**src/rtl/store_trace_buffer_pkg.sv**
```systemverilog
// Shared types for the store trace buffer.
// Record layout and default FIFO depth.
package store_trace_buffer_pkg;

  typedef logic        u1;
  typedef logic [31:0] u32;

  typedef struct packed {
    u32 addr;
    u32 data;
    u32 pc;
  } store_rec_t;

  localparam int STORE_TRACE_DEPTH = 8;
  localparam int REC_W = $bits(store_rec_t);

endpackage

```
**src/rtl/store_trace_buffer_sync_fifo.sv**
```systemverilog
// Generic circular FIFO with separate level counter.
// Output falls through from registered storage, zero when empty.
module sync_fifo #(
  parameter int W     = 96,
  parameter int DEPTH = 8
) (
  input  logic                     clk,
  input  logic                     reset,
  input  logic                     push,
  input  logic                     pop,
  input  logic [W-1:0]             din,
  output logic [W-1:0]             dout,
  output logic                     full,
  output logic                     empty,
  output logic [$clog2(DEPTH):0]   level
);

  localparam int AW = $clog2(DEPTH);

  logic [W-1:0]  mem [DEPTH];
  logic [AW-1:0] head;
  logic [AW-1:0] tail;
  logic          do_push;
  logic          do_pop;

  assign empty   = (level == '0);
  assign full    = (level == (AW+1)'(DEPTH));
  assign do_pop  = pop & ~empty;
  // a pop in the same cycle frees the slot a full push needs
  assign do_push = push & (~full | do_pop);
  assign dout    = empty ? '0 : mem[head];

  always_ff @(posedge clk) begin
    if (!reset) begin
      head  <= '0;
      tail  <= '0;
      level <= '0;
    end else begin
      if (do_push) tail <= tail + AW'(1);
      if (do_pop)  head <= head + AW'(1);
      unique case ({do_push, do_pop})
        2'b10:   level <= level + (AW+1)'(1);
        2'b01:   level <= level - (AW+1)'(1);
        default: level <= level;
      endcase
    end
  end

  always_ff @(posedge clk) begin
    if (do_push) mem[tail] <= din;
  end

endmodule

```
**src/rtl/store_trace_buffer.sv**
```systemverilog
// Captures one record per CPU store event into a FIFO, counts drops.
// STORE_TRACE_TIMESTAMP_EN adds a cycle timestamp per record.
module store_trace_buffer
  import store_trace_buffer_pkg::*;
#(
  parameter int DEPTH = STORE_TRACE_DEPTH,
  parameter int CNT_W = 16
) (
  input  logic                   clk,
  input  logic                   reset,
  input  logic                   memwrite,
  input  logic [31:0]            dataaddr,
  input  logic [31:0]            writedata,
  input  logic [31:0]            pc,
  output logic                   out_valid,
  input  logic                   out_ready,
  output logic [31:0]            out_addr,
  output logic [31:0]            out_data,
  output logic [31:0]            out_pc,
  output logic [CNT_W-1:0]       out_cycle,
  output logic [$clog2(DEPTH):0] level,
  output logic                   overflow,
  output logic [CNT_W-1:0]       drop_cnt
);

`ifdef STORE_TRACE_TIMESTAMP_EN
  localparam int W = REC_W + CNT_W;
`else
  localparam int W = REC_W;
`endif

  u1          mw_q;
  u1          store_ev;
  u1          pop;
  u1          full;
  u1          empty;
  u1          drop;
  store_rec_t rec;
  store_rec_t head;
  logic [W-1:0] din;
  logic [W-1:0] dout;

  assign store_ev  = memwrite & ~mw_q;
  assign out_valid = ~empty;
  assign pop       = out_valid & out_ready;
  assign drop      = store_ev & full & ~pop;
  assign rec       = '{addr: dataaddr, data: writedata, pc: pc};

  // history follows the strobe through reset: a store held across release is not new
  always_ff @(posedge clk) mw_q <= memwrite;

  always_ff @(posedge clk) begin
    if (!reset) begin
      overflow <= 1'b0;
      drop_cnt <= '0;
    end else if (drop) begin
      overflow <= 1'b1;
      if (drop_cnt != '1) drop_cnt <= drop_cnt + CNT_W'(1);
    end
  end

`ifdef STORE_TRACE_TIMESTAMP_EN
  logic [CNT_W-1:0] cycle_cnt;

  always_ff @(posedge clk) begin
    if (!reset) cycle_cnt <= '0;
    else        cycle_cnt <= cycle_cnt + CNT_W'(1);
  end

  assign din = {cycle_cnt, rec};
  assign {out_cycle, head} = dout;
`else
  assign din       = rec;
  assign head      = dout;
  assign out_cycle = '0;
`endif

  assign out_addr = head.addr;
  assign out_data = head.data;
  assign out_pc   = head.pc;

  sync_fifo #(
    .W     (W),
    .DEPTH (DEPTH)
  ) u_fifo (
    .clk   (clk),
    .reset (reset),
    .push  (store_ev),
    .pop   (pop),
    .din   (din),
    .dout  (dout),
    .full  (full),
    .empty (empty),
    .level (level)
  );

endmodule
```
**config.mk**
```make
export PLATFORM = sky130hd
export DESIGN_NAME = store_trace_buffer
export DESIGN_NICKNAME = d
export VERILOG_FILES = /design/src/rtl/store_trace_buffer_pkg.sv /design/src/rtl/store_trace_buffer_sync_fifo.sv /design/src/rtl/store_trace_buffer.sv
export SDC_FILE = /design/constraint.sdc
export NUM_CORES = 1
export LEC_CHECK = 0
export CAP_MARGIN = 20
export CORE_MARGIN = 2
export CORE_UTILIZATION = 49
export DETAILED_ROUTE_END_ITERATION = 12
export GPL_TIMING_DRIVEN = 0
export PLACE_DENSITY = 0.69
export SLEW_MARGIN = 20
export SYNTH_ARGS = -nofsm -noshare
export SYNTH_HDL_FRONTEND = slang
export SYNTH_HIERARCHICAL = 1
export SYNTH_SLANG_ARGS = --single-unit
```
**constraint.sdc**
```tcl
create_clock -name clk -period 28.8 [get_ports clk]
set_input_delay 4.32 -clock clk [delete_from_list [all_inputs] [get_ports clk]]
set_output_delay 4.32 -clock clk [all_outputs]
set_load 0.005 [all_outputs]
```
Word level (Yosys, flattened, before mapping)
Memories as Yosys holds them, arrays and structs flattened. A register that Yosys moved wholly into a read port is not among the register bits.
Index checks and enable logic that the tools add are counted.
{"block": "word_totals", "mem_bits_rw": 768, "memories": 1, "reg_bits": 28, "latchBits": 0, "mem_bits_ro": 0, "in_bits": 100, "out_inout_bits": 134}
{"name": "u_fifo.mem", "depth": 8, "width": 96, "read_ports": 1, "rd_ports_with_merged_regs": 1, "write_ports": 1, "line": "store_trace_buffer_sync_fifo.sv:20", "rtl": "logic [W-1:0] mem [DEPTH];"}
{"block": "op_classes", "n_div": 0, "n_mul": 0, "addsub": 5, "n_reduce_logical": 3, "eq_ne": 4, "bitwise": 11, "n_mux": 6, "n_shift": 0, "order_cmp": 0}
{"op": "2-to-1 mux 96 bit", "count": 1}
{"op": "adder 16 x 1 -> 16 bit, second input constant", "count": 1}
{"op": "!= test 16 bit, second input constant", "count": 1}
{"op": "one-hot mux 4 bit (2 select lines)", "count": 1}
{"op": "adder 3 x 1 -> 3 bit, second input constant", "count": 2}
{"op": "AND 1 bit", "count": 6}
{"op": "2-to-1 mux 3 bit", "count": 2}
{"op": "adder 4 x 1 -> 4 bit, second input constant", "count": 1}
{"op": "equality test 4 bit, second input constant", "count": 1}
{"op": "logical NOT 4 bit", "count": 1}
{"op": "NOT 1 bit", "count": 4}
{"op": "subtractor 4 x 1 -> 4 bit, second input constant", "count": 1}
{"op": "equality test 2 x 1 -> 1 bit, second input constant", "count": 1}
{"op": "equality test 2 bit, second input constant", "count": 1}
{"op": "2-to-1 mux 1 bit", "count": 2}
{"op": "AND reduction 2 bit", "count": 1}
{"op": "nonzero test 2 bit", "count": 1}
{"op": "OR 1 bit", "count": 1}

Depth between registers and ports, before layout
Gate-level depths: netlist (run 1).
{"block": "depth", "word_depth": 8, "depth_mapped": 15, "ltp_nobuf": 12}

By module
The synthesis (run 1) kept the hierarchy.
{"module": "sync_fifo", "cells_per_inst": 1300, "n_inst": 1, "area_per_inst_um2": 29903.7, "seq_area_each_um2": 23322.4}
{"module": "store_trace_buffer", "cells_per_inst": 130, "n_inst": 1, "area_per_inst_um2": 1058.5, "seq_area_each_um2": 360.3}

Worst setup path after synthesis (run 1)
OpenSTA, ideal clock, no wires.
{"block": "synth_timing", "path_type": "input to register", "start": "input port out_ready", "end": "memory u_fifo.mem[0][0], enable pin", "stages": 5, "arrival_ps": 13943, "setup_time_ps": 786, "path_slack_ps": 14070, "cell_sequence": "nand2b_1 inv_1 nand2b_1 o21ai_4 nor4_1"}
{"block": "synth_between", "elab_chain_cells": 6}
{"element": "start: declaration", "line": "store_trace_buffer.sv:16", "rtl": "input logic out_ready,"}
{"element": "AND 1 bit", "line": "store_trace_buffer.sv:45", "rtl": "assign pop = out_valid & out_ready;"}
{"element": "named net pop", "line": "store_trace_buffer.sv:34", "rtl": "u1 pop;"}
{"element": "AND 1 bit", "line": "store_trace_buffer_sync_fifo.sv:28", "rtl": "assign do_pop = pop & ~empty;"}
{"element": "OR 1 bit", "line": "store_trace_buffer_sync_fifo.sv:30", "rtl": "assign do_push = push & (~full | do_pop);"}
{"element": "AND 1 bit", "line": "store_trace_buffer_sync_fifo.sv:30"}
{"element": "2-to-1 mux 1 bit", "line": "store_trace_buffer_sync_fifo.sv:50", "rtl": "if (do_push) mem[tail] <= din;"}
{"element": "2-to-1 mux 1 bit (not written as such)", "line": "store_trace_buffer_sync_fifo.sv:50"}
{"element": "end: declaration", "line": "store_trace_buffer_sync_fifo.sv:20"}
The timed path passes the listed nets, and every way through them passes these cells.

==> results of run 1 <==
critical path, stage by stage, from the launching register on:
cell             delay (ns)
dfxtp_1                0.34
buf_2                  0.40
buf_1                  0.58
mux4_2                 0.32
mux2i_1                0.08
nor2_1                 0.33
clkdlybuf4s50_1        0.57
layer usage:
layer | GRT usage | wire [µm]
met5 | 0 | 76
met4 | 0.0641 | 1510
met3 | 0.0453 | 4280
met2 | 0.342 | 33400
met1 | 0.281 | 27700
sequential cells by signal (all words and copies together) (netlist names), named ones only:
name and flops:
drop_cnt 16, mw_q 1, overflow 1, u_fifo/head 3, u_fifo/level 4, u_fifo/mem 768, u_fifo/tail 3
where the power goes:
group,switching (mW),internal [mW],leakage (nW)
clock network,0.419,0.619,1.29
registers,0.00576,1.29,7.19
logic,0.213,0.225,3.43
synthesized netlist by cell type (all sizes together):
cell,count
o21ai,6
nor3,6
clkbuf,11
a211o,1
a21oi,12
o211ai,3
conb,1
and4,1
a31oi,1
xnor2,4
nor2,113
and2,2
edfxtp,768
mux4,192
or3,4
o311a,1
mux2i,102
dfxtp,31
a211oi,2
nand2b,10
nor2b,1
nand2,11
o21a,1
or2,1
and3,3
nand4,9
nand3,7
inv,10
nand3b,1
ha,5
o31a,1
xor2,3
o41ai,2
buf,79
or4,8
a32o,1
fa,1
o31ai,6
o311ai,2
nor4,7
cells by family (layout without fill, tap and decap cells):
group	count (synthesis)	after routing
other	1	17
multiplexers	294	294
XOR/XNOR	7	7
buffers and inverters	100	559
AO/OA/AOI/OAI	39	39
flip-flops	799	799
AND/OR/NAND/NOR	184	184
adder cells (fa/ha/maj)	6	6
layout by cell type, fill, tap and decap left out, types with 3 or more instances in the layout:
cell type / Yosys / layout
nor4_1: 7 / 6
buf_2: 18 / 31
conb_1: 1 / 16
buf_12: 0 / 7
dfxtp_1: 31 / 31
ha_1: 5 / 5
a21oi_1: 12 / 12
inv_1: 10 / 10
nand2b_1: 10 / 10
o31ai_1: 6 / 6
clkinv_2: 0 / 10
clkbuf_8: 0 / 3
clkdlybuf4s50_1: 0 / 217
nor3_2: 0 / 4
buf_6: 19 / 36
mux4_2: 192 / 192
o21ai_0: 4 / 4
clkbuf_1: 10 / 29
buf_4: 23 / 75
nand3_1: 6 / 6
xnor2_1: 4 / 4
clkbuf_16: 0 / 87
nor2_1: 112 / 109
nor2_4: 0 / 3
buf_1: 19 / 19
and3_1: 3 / 3
xor2_1: 3 / 3
bufinv_16: 0 / 7
buf_16: 0 / 10
mux2i_1: 102 / 102
nand4_1: 9 / 9
edfxtp_1: 768 / 768
nand2_1: 11 / 11
or4_1: 7 / 7
clkinv_1: 0 / 12
worst min-delay path by stage:
stage                   from       end  slack (ns)
floorplan           overflow  overflow        0.46
global placement    overflow  overflow        0.46
detailed placement  overflow  overflow        0.47
CTS                 overflow  overflow        0.48
global route        overflow  overflow        0.53
finish              overflow  overflow        0.49
cell type report:
cell class                 count  share of cell area
multi-input combinational    546               0.178
buffer                        90              0.0155
timing repair buffer         316              0.0851
tap                          846              0.0279
clock inverter                34             0.00912
sequential                   799               0.623
inverter                      10            0.000988
clock buffer                 109              0.0603
antenna                        1           0.0000659
==> results.md, run 1 <==
- Setup TNS Final: 0 ns
- Pin count of the biggest net entering global routing: 20
- CTS resizes: 0
- Leak: 11.9 nW
- Initial DRC count: 1273
- Worst slack, placed: 21.09 ns
- RSZ-0062 raised after global routing: no
- Final worst setup slack: 21.23 ns
- Global-route wire length before repair: 101000 µm
- Yosys warnings: 6
- Worst-Margin Slew: 0.954 ns
- Layout cells sized above 1: 0.253
- Sequential share of the synthesized area: 0.765
- Fin. Hold Viols: 0
- FF-to-FF setup slack: 24.34 ns
- Core region area: 62700 µm²
- Die X: 255 µm
- Hold buffer count at cts: 0
- Largest area contributor in the netlist: edfxtp_1
- Initial Utilization: 0.494
- Crit path max fanout: 10
- Final instance area: 38000 µm²
- Gpl congestion: 0.834
- # port buffers: 217
- Worst Path Arrival: 3.25 ns
- H-tree Lvls: 3
- Filler instances: 4357
- Clock skew: 0.0161 ns
- Hold Path Stages: 2
- Adder-cell share of the synthesized area: 0.00267
- Final-report setup violation count: 0
- Yosys cell types: 53
- Largest family of logic cells by synthesized area: multiplexers
- CTS tree: done
- Slew headroom: 0.364
- Flip-flop and latch count after synthesis: 799
- Io pins: 234
- CP Launch Type: flop
- Synth Area in XOR/XNOR: 0.00198
- Register area: 23700 µm²
- VDD IR max: 0.0522 mV
- First-pass DRT Iterations: 5
- Area Overhead vs Synth: 22.7%
- Detailed Route WL: 67000 µm
- Worst hold slack: 0.488 ns
- Post-CTS Repair Setup Buffers: 0
- Footprint of the multi-input gates: 6760 µm²
- Status: finished, final reports clean
- Gr usage total: 0.208
- Via count: 15300
- Placed Area: 35400 µm²
- Post-synthesis simple-gate area fraction: 0.0280
- Non-Filler Instances: 2751
- Crit. End Element: output port
- Clock period minus worst slack: 7.57 ns
- Syn Area/Cell: 21.7 µm²
- Total power: 2.77 mW
- TritonCTS Buffers: 81
- Dpl hpwl: 44400 µm
- # rows: 92
- Hold Crit Class: reg -> reg
- Reg-to-reg startpoint: u_fifo/level[0]
- Mapped cell area: 31000 µm²
- Post-synthesis mux area share: 0.173
- Reg2reg path depth: 15
- Initial antenna violation count: 7
- Area of the die: 65200 µm²
- Syn Inst Count: 1430
- Top post-synthesis cells by area: edfxtp_1 (74%), mux4_2 (14%), mux2i_1 (3.3%)
- Worst setup path endpoint: out_pc[9]
- Pwr Density: 73.0 nW/µm²
- Worst r2r dst: u_fifo/mem[2][16]
- Complex-gate fraction of the synthesized area: 0.00942
- Fin util: 0.606
- Post-route DRC violation count: 0
- Vias in the first global route: 16000
- CTS sink cnt: 799
- Clock latency on the worst-skew pair: 0.62 ns
- Clk root buf: clkbuf_16
- Final nets: 1950
- GRT overflow: 0
- Die height: 255 µm
- Max cap viols: 0
- Max frequency: 132 MHz
- CP required: 24.48 ns
- Clock Tree Buf Depth: 3
- Final worst-path cycle share: 0.263
- Yosys top cell area share: 0.745
- Cells after DPL: 2607
- Max-slew violations: 0
- Via/cell ratio: 5.58
- Post-DR wirelength/cell: 24.4 µm
- Clock-pin slew on the worst setup and hold paths: 0.06 ns
- Crit path kind: reg -> out
- Antenna Nets Post-Route: 0
Note: power is estimated with default switching activity, not from simulation.
==> run 2, diff against run 1 <==
==> constraint.sdc (replaced) <==
create_clock -name clk -period 7.4 [get_ports clk]
set_input_delay 1.11 -clock clk [delete_from_list [all_inputs] [get_ports clk]]
set_output_delay 1.11 -clock clk [all_outputs]
set_load 0.005 [all_outputs]
==> results.md, run 2 (synthesized netlist as in run 1, its figures left out) <==
- Antenna Nets Post-Route: 0 (unchanged)
- Final instance area: 38100 µm² (+0.21%)
- Max frequency: 227 MHz
- Worst-Margin Slew: 0.923 ns (-0.0306 ns)
- Layout cells sized above 1: 0.250 (-0.00249)
- Most used cells in the layout excluding fill and tap cells: edfxtp_1 (768), clkdlybuf4s50_1 (217), mux4_2 (192)
- Int Pwr: 8.40 mW (+290%)
- Dpl hpwl: 44500 µm (+0.19%)
- Pwr Density: 286 nW/µm² (+290%)
- Worst Path Arrival: 3.29 ns (+0.04 ns)
- Final-report setup violation count: 0 (unchanged)
- First-pass DRT Iterations: 5 (unchanged)
- Power share of the sequential group: 0.464 (-0.004)
- Footprint of the multi-input gates: 6770 µm² (+0.22%)
- Net Sw Power: 2.49 mW (+290%)
- Gpl congestion: 0.812 (-2.6%)
- Placed Area: 35400 µm² (about the same)
- Max FFs per register: 768 (unchanged)
- Filler instances: 4384 (+0.62%)
- Reg with most FFs: u_fifo/mem
- Core region area: 62700 µm² (unchanged)
- Hold Crit Class: reg -> reg
- Most common cell after layout, fill and taps aside: edfxtp_1
- FF-to-FF setup slack: 3.18 ns (-21.16 ns)
- Io pins: 234 (unchanged)
- Clock-pin slew on the worst setup and hold paths: 0.06 ns (about the same)
- VDD IR max: 0.187 mV (+260%)
- Detailed Route WL: 67500 µm (+0.63%)
- Slew headroom: 0.384 (+0.0204)
- Worst r2r dst: u_fifo/mem[7][19]
- Area of the die: 65200 µm² (unchanged)
- Global-route wire length before repair: 101000 µm (+0.29%)
- # rows: 92 (unchanged)
- Clock power share: 0.380 (+0.006)
- Final worst-path cycle share: 0.594
- # port buffers: 217 (unchanged)
- CP required: 6.29 ns (-18.19 ns)
- Post-route DRC violation count: 0 (unchanged)
- Switching share of power: 0.229 (-0.00116)
- Post-DR wirelength/cell: 24.6 µm (+0.93%)
- CP Launch Type: flop
- Via/cell ratio: 5.56 (-0.32%)
- Vias in the first global route: 16000 (-0.025%)
- Reg2reg path depth: 13 (-2)
- Clock period minus worst slack: 4.40 ns
- Die X: 255 µm (unchanged)
- Initial antenna violation count: 10 (+3)
- TritonCTS Buffers: 81 (unchanged)
- Hold buffer count at cts: 0 (unchanged)
- Reg-to-reg startpoint: u_fifo/level[0]
- Critical-path top delay cell: buf_1
- Worst hold path startpoint: overflow
- Area Overhead vs Synth: 23.0%
- Max cap viols: 0 (unchanged)
- Fin util: 0.607 (+0.00126)
- Post-CTS Repair Setup Buffers: 0 (unchanged)
- RSZ-0062 raised after global routing: no
- Clock Tree Buf Depth: 3 (unchanged)
- Die height: 255 µm (unchanged)
- Clk root buf: clkbuf_16
- Combinational fraction of design power: 0.156 (-0.002)
- GRT overflow: 0 (unchanged)
- Slowest Stage Delay on Critical Path: 0.63 ns (+0.05 ns)
- Worst hold path endpoint: overflow
- CTS resizes: 0 (unchanged)
- H-tree Lvls: 3 (unchanged)
- CTS sink cnt: 799 (unchanged)
- Final nets: 1936 (-0.72%)
- Crit path kind: reg -> out
- Largest registers: u_fifo/mem x768, drop_cnt x16, u_fifo/level x4
- Status: finished, final reports clean
- Initial Utilization: 0.494 (unchanged)
- Fin. Hold Viols: 0 (unchanged)
- Clock skew: 0.0140 ns (-0.00203 ns)
- Clock latency on the worst-skew pair: 0.62 ns (about the same)
- Register area: 23700 µm² (unchanged)
- Cell-by-cell trace of the critical path: buf_2 > buf_1 > mux4_2 > mux2i_1 > nor2_1 > clkdlybuf4s50_1
- Hold Path Stages: 2 (unchanged)
- Via count: 15300 (-0.61%)
- Max-slew violations: 0 (unchanged)
- Pin count of the biggest net entering global routing: 22 (+10%)
- Crit. End Element: output port
- Crit path max fanout: 10 (unchanged)
- Initial DRC count: 1045 (-18%)
- Leak: 11.9 nW (-0.10%)
- Gr usage total: 0.208 (+0.000274)
- CTS tree: done
## run 2: how the worst max path moves through the flow
stage | startpoint | end | slack [ns] | cells after the start
after detailed placement | out_ready | u_fifo/mem[7][27] | 3.05 | 9
final | flop | out_pc[9] | 3.00 | 6
after CTS | flop | out_pc[3] | 2.91 | 6
after global routing | flop | out_pc[3] | 2.76 | 6
after global placement | out_ready | u_fifo/mem[4][26] | -9.19 | 6
after floorplan | out_ready | u_fifo/mem[1][0] | -1.51 | 5
## run 2: critical path: cells and delay by family, from the launching register on
family / cells / cell delay (ns)
buffers and inverters: 3 / 1.63
multiplexers: 2 / 0.40
AND/OR/NAND/NOR: 1 / 0.30
flip-flops: 1 / 0.34
## run 2: layer usage
| layer | global-route usage | routed length, µm | vias to the layer above |
|---|---|---|---|
| li1 | - | - | 6695 |
| met1 | 0.276 | 27800 | 8032 |
| met2 | 0.350 | 34300 | 403 |
| met3 | 0.0445 | 3920 | 108 |
| met4 | 0.0613 | 1350 | 16 |
| met5 | 0 | 104 | - |
## run 2: cell type report
cell class,instances,area share
well taps,846,0.0278
flip-flops and latches,799,0.622
multi-input cells,546,0.178
inverters,10,0.000986
repair buffers,302,0.0846
plain buffers,90,0.0155
diodes,2,0.000131
clock buffers,106,0.0590
clock inverters,42,0.0122
## run 2: through the flow
stage                     total power [mW]  setup slack, ns  TNS [ns]  hold slack (ns)  std cells
after floorplan                       5.98            -1.51   -438.03            0.465       1445
after global placement                6.85            -9.19  -4579.12            0.459       2508
after detailed placement              6.88             3.05         0            0.510       2593
after CTS                             11.0             2.91         0            0.521       2741
after global routing                  11.3             2.76         0            0.535       2743
final                                 10.9             3.00         0            0.518       2743
## run 2: power by group through the flow
stage | combinational (mW) | sequential [mW] | clock (mW)
after floorplan | 0.824 | 5.16 | 0
after global placement | 1.68 | 5.17 | 0
after detailed placement | 1.73 | 5.15 | 0
after CTS | 1.74 | 5.05 | 4.21
after global routing | 1.83 | 5.06 | 4.38
final | 1.70 | 5.05 | 4.13
